$ cat config.mk
export PLATFORM = sky130hd
export DESIGN_NAME = reg_file
export DESIGN_NICKNAME = d
export VERILOG_FILES = /design/src/rtl/reg_file_pkg.sv /design/src/rtl/reg_read_port.sv /design/src/rtl/reg_file.sv
export SDC_FILE = /design/constraint.sdc
export NUM_CORES = 2
export LEC_CHECK = 0
export ABC_AREA = 0
export BUFFER_PORTS_ARGS = -buffer_cell sky130_fd_sc_hd__buf_2
export CAP_MARGIN = 15
export CORE_AREA = 2 2 484 486
export CTS_CLUSTER_SIZE = 16
export DETAILED_ROUTE_END_ITERATION = 8
export DIE_AREA = 0 0 486 488
export PLACE_DENSITY = 0.39
export SYNTH_ARGS = -nofsm -noshare
export SYNTH_HDL_FRONTEND = slang
export SYNTH_SLANG_ARGS = --single-unit
export TNS_END_PERCENT = 5
$ cat constraint.sdc
create_clock -name clk -period 5.3 [get_ports clk]
set_input_delay 1.06 -clock clk [delete_from_list [all_inputs] [get_ports clk]]
set_output_delay 1.06 -clock clk [all_outputs]
set_load 0.03 [all_outputs]
$ cat src/rtl/reg_file_pkg.sv
// ============================================================================
// reg_file_pkg : shared register-file / datapath constants and types
// Revision     : 1.0 - initial release
// ============================================================================
`default_nettype none

package reg_file_pkg;

  localparam int WIDTH = 32;
  localparam int DEPTH = 32;
  localparam int IDX_W = 5;

  typedef logic [WIDTH-1:0] word_t;
  typedef logic [IDX_W-1:0] idx_t;

  localparam idx_t ZERO_REG = '0;

  function automatic logic is_zero_reg(input idx_t idx);
    return idx == ZERO_REG;
  endfunction

endpackage : reg_file_pkg

`default_nettype wire

$ cat src/rtl/reg_read_port.sv
// ============================================================================
// reg_read_port : one registered read port with write-first bypass and r0 force
// Revision      : 1.0 - initial release
// ============================================================================
`default_nettype none

module reg_read_port
  import reg_file_pkg::*;
#(
  parameter int PORT_W = reg_file_pkg::WIDTH
) (
  input  logic              clk,
  input  logic              rst_n,
  input  logic              i_rd_en,
  input  idx_t              i_addr,
  input  logic [PORT_W-1:0] i_rf_data,
  input  logic              i_wr_en,
  input  idx_t              i_wr_addr,
  input  logic [PORT_W-1:0] i_wr_data,
  output logic [PORT_W-1:0] o_data
);

  logic [PORT_W-1:0] w_next;
  logic [PORT_W-1:0] r_data;

  // r0 wins over bypass so a write aimed at r0 can never leak out
  always_comb begin
    w_next = i_rf_data;
    if (is_zero_reg(i_addr)) begin
      w_next = '0;
    end else if (i_wr_en && (i_wr_addr == i_addr)) begin
      w_next = i_wr_data;
    end
  end

  always_ff @(posedge clk) begin
    if (!rst_n) begin
      r_data <= '0;
    end else if (i_rd_en) begin
      r_data <= w_next;
    end
  end

  assign o_data = r_data;

endmodule : reg_read_port

`default_nettype wire

$ cat src/rtl/reg_file.sv
// ============================================================================
// reg_file : 31 x 32-bit register file, r0 hardwired to zero, two 1-cycle
//            registered read ports and one write port
// Revision : 1.0 - initial release
// ============================================================================
`default_nettype none

module reg_file #(
  parameter int DEPTH = reg_file_pkg::DEPTH,
  parameter int WIDTH = reg_file_pkg::WIDTH
) (
  input  logic                          clk,
  input  logic                          rst_n,
  input  logic                          rd_en,
  input  logic [reg_file_pkg::IDX_W-1:0] ra_addr,
  input  logic [reg_file_pkg::IDX_W-1:0] rb_addr,
  output logic [WIDTH-1:0]              a,
  output logic [WIDTH-1:0]              b,
  output logic                          rd_valid,
  input  logic                          wr_en,
  input  logic [reg_file_pkg::IDX_W-1:0] wr_addr,
  input  logic [WIDTH-1:0]              wr_data
);

  import reg_file_pkg::*;

  logic [WIDTH-1:0] r_regs [1:DEPTH-1];
  logic             r_rd_valid;
  logic [WIDTH-1:0] w_rf_a;
  logic [WIDTH-1:0] w_rf_b;

  always_ff @(posedge clk) begin
    if (!rst_n) begin
      for (int i = 1; i < DEPTH; i++) begin
        r_regs[i] <= '0;
      end
    end else if (wr_en && !is_zero_reg(wr_addr)) begin
      r_regs[wr_addr] <= wr_data;
    end
  end

  // Index 0 has no storage; the mux simply never matches it
  always_comb begin
    w_rf_a = '0;
    w_rf_b = '0;
    for (int i = 1; i < DEPTH; i++) begin
      if (ra_addr == IDX_W'(i)) w_rf_a = r_regs[i];
      if (rb_addr == IDX_W'(i)) w_rf_b = r_regs[i];
    end
  end

  always_ff @(posedge clk) begin
    if (!rst_n) begin
      r_rd_valid <= 1'b0;
    end else begin
      r_rd_valid <= rd_en;
    end
  end

  reg_read_port #(.PORT_W(WIDTH)) u_port_a (
    .clk       (clk),
    .rst_n     (rst_n),
    .i_rd_en   (rd_en),
    .i_addr    (ra_addr),
    .i_rf_data (w_rf_a),
    .i_wr_en   (wr_en),
    .i_wr_addr (wr_addr),
    .i_wr_data (wr_data),
    .o_data    (a)
  );

  reg_read_port #(.PORT_W(WIDTH)) u_port_b (
    .clk       (clk),
    .rst_n     (rst_n),
    .i_rd_en   (rd_en),
    .i_addr    (rb_addr),
    .i_rf_data (w_rf_b),
    .i_wr_en   (wr_en),
    .i_wr_addr (wr_addr),
    .i_wr_data (wr_data),
    .o_data    (b)
  );

  assign rd_valid = r_rd_valid;

endmodule : reg_file

`default_nettype wire

== Word-level counts from Yosys, hierarchy flattened ==
Memories as Yosys holds them, arrays and structs flattened.
Cells that the tools add are included.
Widths: inputs -> output; s select.

* Eq/ne operators: 64
* Mux-type cells: 73
* Reduce and logical (&&, ||, !) cells: 8

{| class="wikitable"
|+ Operator list
! operator !! number
|-
| $mux 32 || 67
|-
| $eq 5x5->1 const B || 32
|-
| $eq 5x4->1 const B || 16
|-
| $eq 5x3->1 const B || 8
|-
| $reduce_or 32->1 || 1
|-
| $eq 5x2->1 const B || 4
|-
| $logic_not 5->1 || 3
|-
| $eq 5x1->1 const B || 2
|-
| $eq 5x5->1 || 2
|-
| $mux 1 || 5
|-
| $mux 5 || 1
|-
| $logic_and 1x1->1 || 3
|-
| $logic_not 1->1 || 1
|}

* Flip-flop bits (word level): 65
* RAM bits: 992
* Input bits: 51
* Output and inout bits: 65
* Word-level logic and storage cells: 149
* Memories kept: 1

{| class="wikitable"
|+ Memories
! name !! depth !! bits a word !! rd ports !! clocked after memory_dff !! write ports !! line !! source
|-
| r_regs || 31 || 32 || 31 || 0 || 31 || reg_file.sv:27 || <nowiki>logic [WIDTH-1:0] r_regs [1:DEPTH-1];</nowiki>
|}

== Depth between registers and ports, before layout ==
* Word-level depth: 34
* Mapped depth: 12
* Depth with buffers taken out: 7

== By module ==
A second synthesis with hierarchy kept.

* Cell total of the unflattened synthesis: 5647
* Area, all modules: 58667.5 um^2

{| class="wikitable"
|+ Modules (own cells, without submodules)
! module !! instances !! cells an instance !! area an instance (um^2) !! sequential area each (um^2)
|-
| reg_file || 1 || 5261 || 55544.5 || 29808.6
|-
| reg_read_port || 2 || 193 || 1561.5 || 640.6
|}

== Worst setup path before layout ==
Ideal clock, no wire load.

* Path kind: input to register
* From: input port wr_addr[2] (netlist bit)
* To: memory r_regs[12][0], enable pin
* Setup time: 466 ps
* Arrival time: 4166 ps
* Required time: 4834 ps
* Slack: 668 ps
* Stages: 6
* Path buffers: 3
* Path through: buf_2 or3_1 clkbuf_1 nand2_1 clkbuf_1 o21ai_0

{| class="wikitable"
|+ RTL lines
! element !! line !! source
|-
| start: declaration || reg_file.sv:21 || <nowiki>input logic [reg_file_pkg::IDX_W-1:0] wr_addr,</nowiki>
|-
| end: declaration || reg_file.sv:27 ||
|}

== Worst setup path in the final report ==
* From: input port rb_addr[0] (netlist bit)
* To: register u_port_b.r_data[5] (netlist: u_port_b.o_data[5])

* Longest elaborated chain between the ends: 34
* Elaborated cells on any way between the ends: 67
* Those cells by class: eq/ne: 32; mux: 33; reduce/logical: 2

{| class="wikitable"
|+ RTL lines
! element !! line !! source
|-
| start: declaration || reg_file.sv:16 || <nowiki>input logic [reg_file_pkg::IDX_W-1:0] rb_addr,</nowiki>
|-
| $eq 5x1->1 || reg_file.sv:48 || <nowiki>if (rb_addr == IDX_W'(i)) w_rf_b = r_regs[i];</nowiki>
|-
| $mux 32 (31 in series) || reg_file.sv:48 ||
|-
| $mux 32 || reg_read_port.sv:31 || <nowiki>end else if (i_wr_en && (i_wr_addr == i_addr)) begin</nowiki>
|-
| $mux 32 (*) || reg_read_port.sv:29 || <nowiki>if (is_zero_reg(i_addr)) begin</nowiki>
|-
| end signal: assignment || reg_read_port.sv:40 || <nowiki>r_data <= w_next;</nowiki>
|-
| end: declaration || reg_read_port.sv:24 || <nowiki>logic [PORT_W-1:0] r_data;</nowiki>
|}

Mark *: on every way between the ends. The rest lies on a longest branch, timed or not.
A chain may end at the register's enable or synchronous reset.

==> impl_metrics.tcl <==
set metrics [dict create \
    fin_skew_ns 0.03642 \
    dr.pass1.iters 9 \
    clockBufferDepth 3 \
    cts-resized-gates 0 \
    die_x_um 486 \
    ys_seq_area_share_pct 53.86 \
    synth_edf_count 992 \
    drive_gt1_share_pct 16.98 \
    hold_path_class "reg -> reg" \
    antenna_found_initial 56 \
    seqCellArea_um2 31090 \
    hold_violations 0 \
    end_kind "flip-flop" \
    area_delta_synth_final_pct 18.95 \
    cp_max_fo 31 \
    design.core.area_um2 231900 \
    layout_min_cycle_time_ns 4.052 \
    setup_viol 0 \
    postCtsHoldBufs 0 \
    hpwlAfterDp_um 291700 \
    ys_ff_latch 1057 \
    final_cell_mix "and2_1 (1,002), edfxtp_1 (992), buf_4 (409), nand2_1 (332), a22oi_1 (314)" \
    clock_sinks 1057 \
    leakagePower_uw 0.02344 \
    drv_slew 0 \
    clkTransAtPathRegs_ns 0.06 \
    post_drt_wl_per_cell_um 46.26 \
    final_cells 8723 \
    vias_per_cell 6.185 \
    postSynthCellCount 5401 \
    finalNetCount 5607 \
    track_usage_pct 33.02 \
    max_slew_margin_pct 10.87 \
    drtIter0Drc 9917 \
    fin_tns_setup_ns 0 \
    initial_core_util_pct 24.90 \
    ys_types 108 \
    grt_pass1_wl_um 519200 \
    timing.hold.ws_ns 0.5174 \
    drc_errors 0 \
    overflow 0 \
    place_inst 8456 \
    cp.arrival_ns 4.78 \
    ant_nets 0 \
    yosysWarnings 0 \
    crit_type "in -> reg" \
    die_area_um2 237200 \
    worst_slew_pin_slew_ns 1.335 \
    async_reset_ff_share_pct 0 \
    multi_input_area_um2 24840 \
    fp.dieH_um 488 \
    ios 116 \
    syn_area_um2 57730 \
    maxCapViolCount 0 \
    rows 177 \
    status "finished, final reports clean" \
    cellPowerDensity_nw_per_um2 334.1 \
    port_buffers 115 \
    cts_tree "yes" \
    cts_made_buffers 139 \
    cts.htree.levels 4 \
    grt_pass1_vias 50935 \
    ys.flop_type "edfxtp_1" \
    vias 53956 \
    start_kind "input pin" \
    wl_um 403500 \
    irDropWorstVdd_mv 0.2160 \
    post_cts_buffers 0 \
    final_util_pct 29.61 \
    finalCritPeriodShare_pct 76.46 \
    reg2reg_slack_ns 2.62 \
    gp_congestion 1.031 \
    grt_max_degree 53 \
    cp.required_ns 6.03 \
    nFillCells 23813 \
    syn_nets 5452 \
    fmax_ghz 0.2468 \
    rsz0062_at_grt "false" \
    syn_area_per_cell_um2 10.69 \
    clkLatencyLatePin_ns 0.86 \
    mostFrequentLayoutCell "and2_1" \
    root_buffer "clkbuf_16" \
]
[power breakdown]
group	internal [uW]	total [uW]	switching, uW
registers	9610	10200	585
logic	661	2770	2110
clock network	5770	9980	4210
total	16000	22900	6900
[cell families after synthesis]
family          after synthesis  share of synthesized area, %
simple gates               2061                         20.22
compound gates             1633                         19.79
xor+xnor                     10                        0.1517
mux                          77                         1.422
flops                      1057                         53.86
buf+inv                     563                         4.565
[synth_stat cells, types with 13 or more instances]
cell          n  area, um^2
a2111oi_0    16       140.1
a211o_1      18       157.7
a211oi_1     34       255.2
a21o_1       18       135.1
a21oi_1     296        1481
a221o_1      31       310.3
a221oi_1     79       691.9
a222oi_1     47       470.5
a22o_1       64       560.5
a22oi_1     314        2357
a31oi_1      39       244.0
a32oi_1      25       219.0
and2_1     1003        6275
and3_1       24       150.1
buf_2       162       810.8
buf_4        41       307.8
buf_6        22       247.7
clkbuf_1    294        1104
dfxtp_1      65        1301
edfxtp_1    992       29790
inv_1        31       116.4
mux2_2       20       225.2
mux2i_1      55       550.5
nand2_1     333        1250
nand2b_1     27       168.9
nand3_1     100       500.5
nand3b_1     13       97.59
nand4_1      76       475.5
nor2_1      248       930.9
nor2_2       15       93.84
nor2b_1      30       187.7
nor3_1       65       325.3
nor4_1       15       93.84
o2111ai_1    14       122.6
o211ai_1     49       367.9
o21a_1       17       127.6
o21ai_0     311        1556
o221ai_1     45       394.1
o22ai_1      57       356.6
o2bb2ai_1    25       219.0
o31ai_1      14       105.1
or3_1        17       106.4
[final timing paths]
kind,startpoint,end,depth (start not counted)
max,rb_addr[0],u_port_b.o_data[5],10
max reg2reg,r_regs[4][30],u_port_a.o_data[30],8
min,u_port_b.o_data[13],u_port_b.o_data[13],2
min reg2reg,u_port_b.o_data[13],u_port_b.o_data[13],2
[critical path: stages]
cell and delay [ns]:
buf_2 0.73, or2_4 0.48, nor3_4 0.16, buf_4 0.31
a22oi_1 0.26, nand4_1 0.12, a2111oi_1 1.01, buf_4 0.26
o311a_1 0.15, o21ai_0 0.07
[registers in the layout, indices dropped and copies added, names as in the netlist]
register and flops:
u_port_b.o_data 32, u_port_a.o_data 32, r_regs 992, rd_valid 1
[metrics by stage]
stage          cell area (um^2)  power (uW)  worst slack (ns)
2_1_floorplan             57730       11170            0.6677
3_3_place_gp              63920       13020            0.5652
3_5_place_dp              63970       13000            0.5376
4_1_cts                   68580       22900             1.388
5_1_grt                   68640       23300             1.365
6_report                  68670       22940             1.248
[layout make-up]
| class | instances | area share (%) |
|---|---|---|
| timing repair buffer | 545 | 6.046 |
| multi-input combinational | 3781 | 36.18 |
| sequential | 1057 | 45.28 |
| tap | 3043 | 5.545 |
| clock inverter | 76 | 1.265 |
| inverter | 32 | 0.1786 |
| clock buffer | 175 | 5.459 |
| antenna | 14 | 0.05102 |
[layer usage]
layer	global-route usage (%)	up-vias	part of all wire, %
met3	6.962	890	9.6
met2	49.61	4073	43
met4	19.34	20	6.8
met1	43.68	28163	40
met5	0	-	0.033
li1	-	20810	-
No activity file was read; power rests on OpenSTA's default activity.
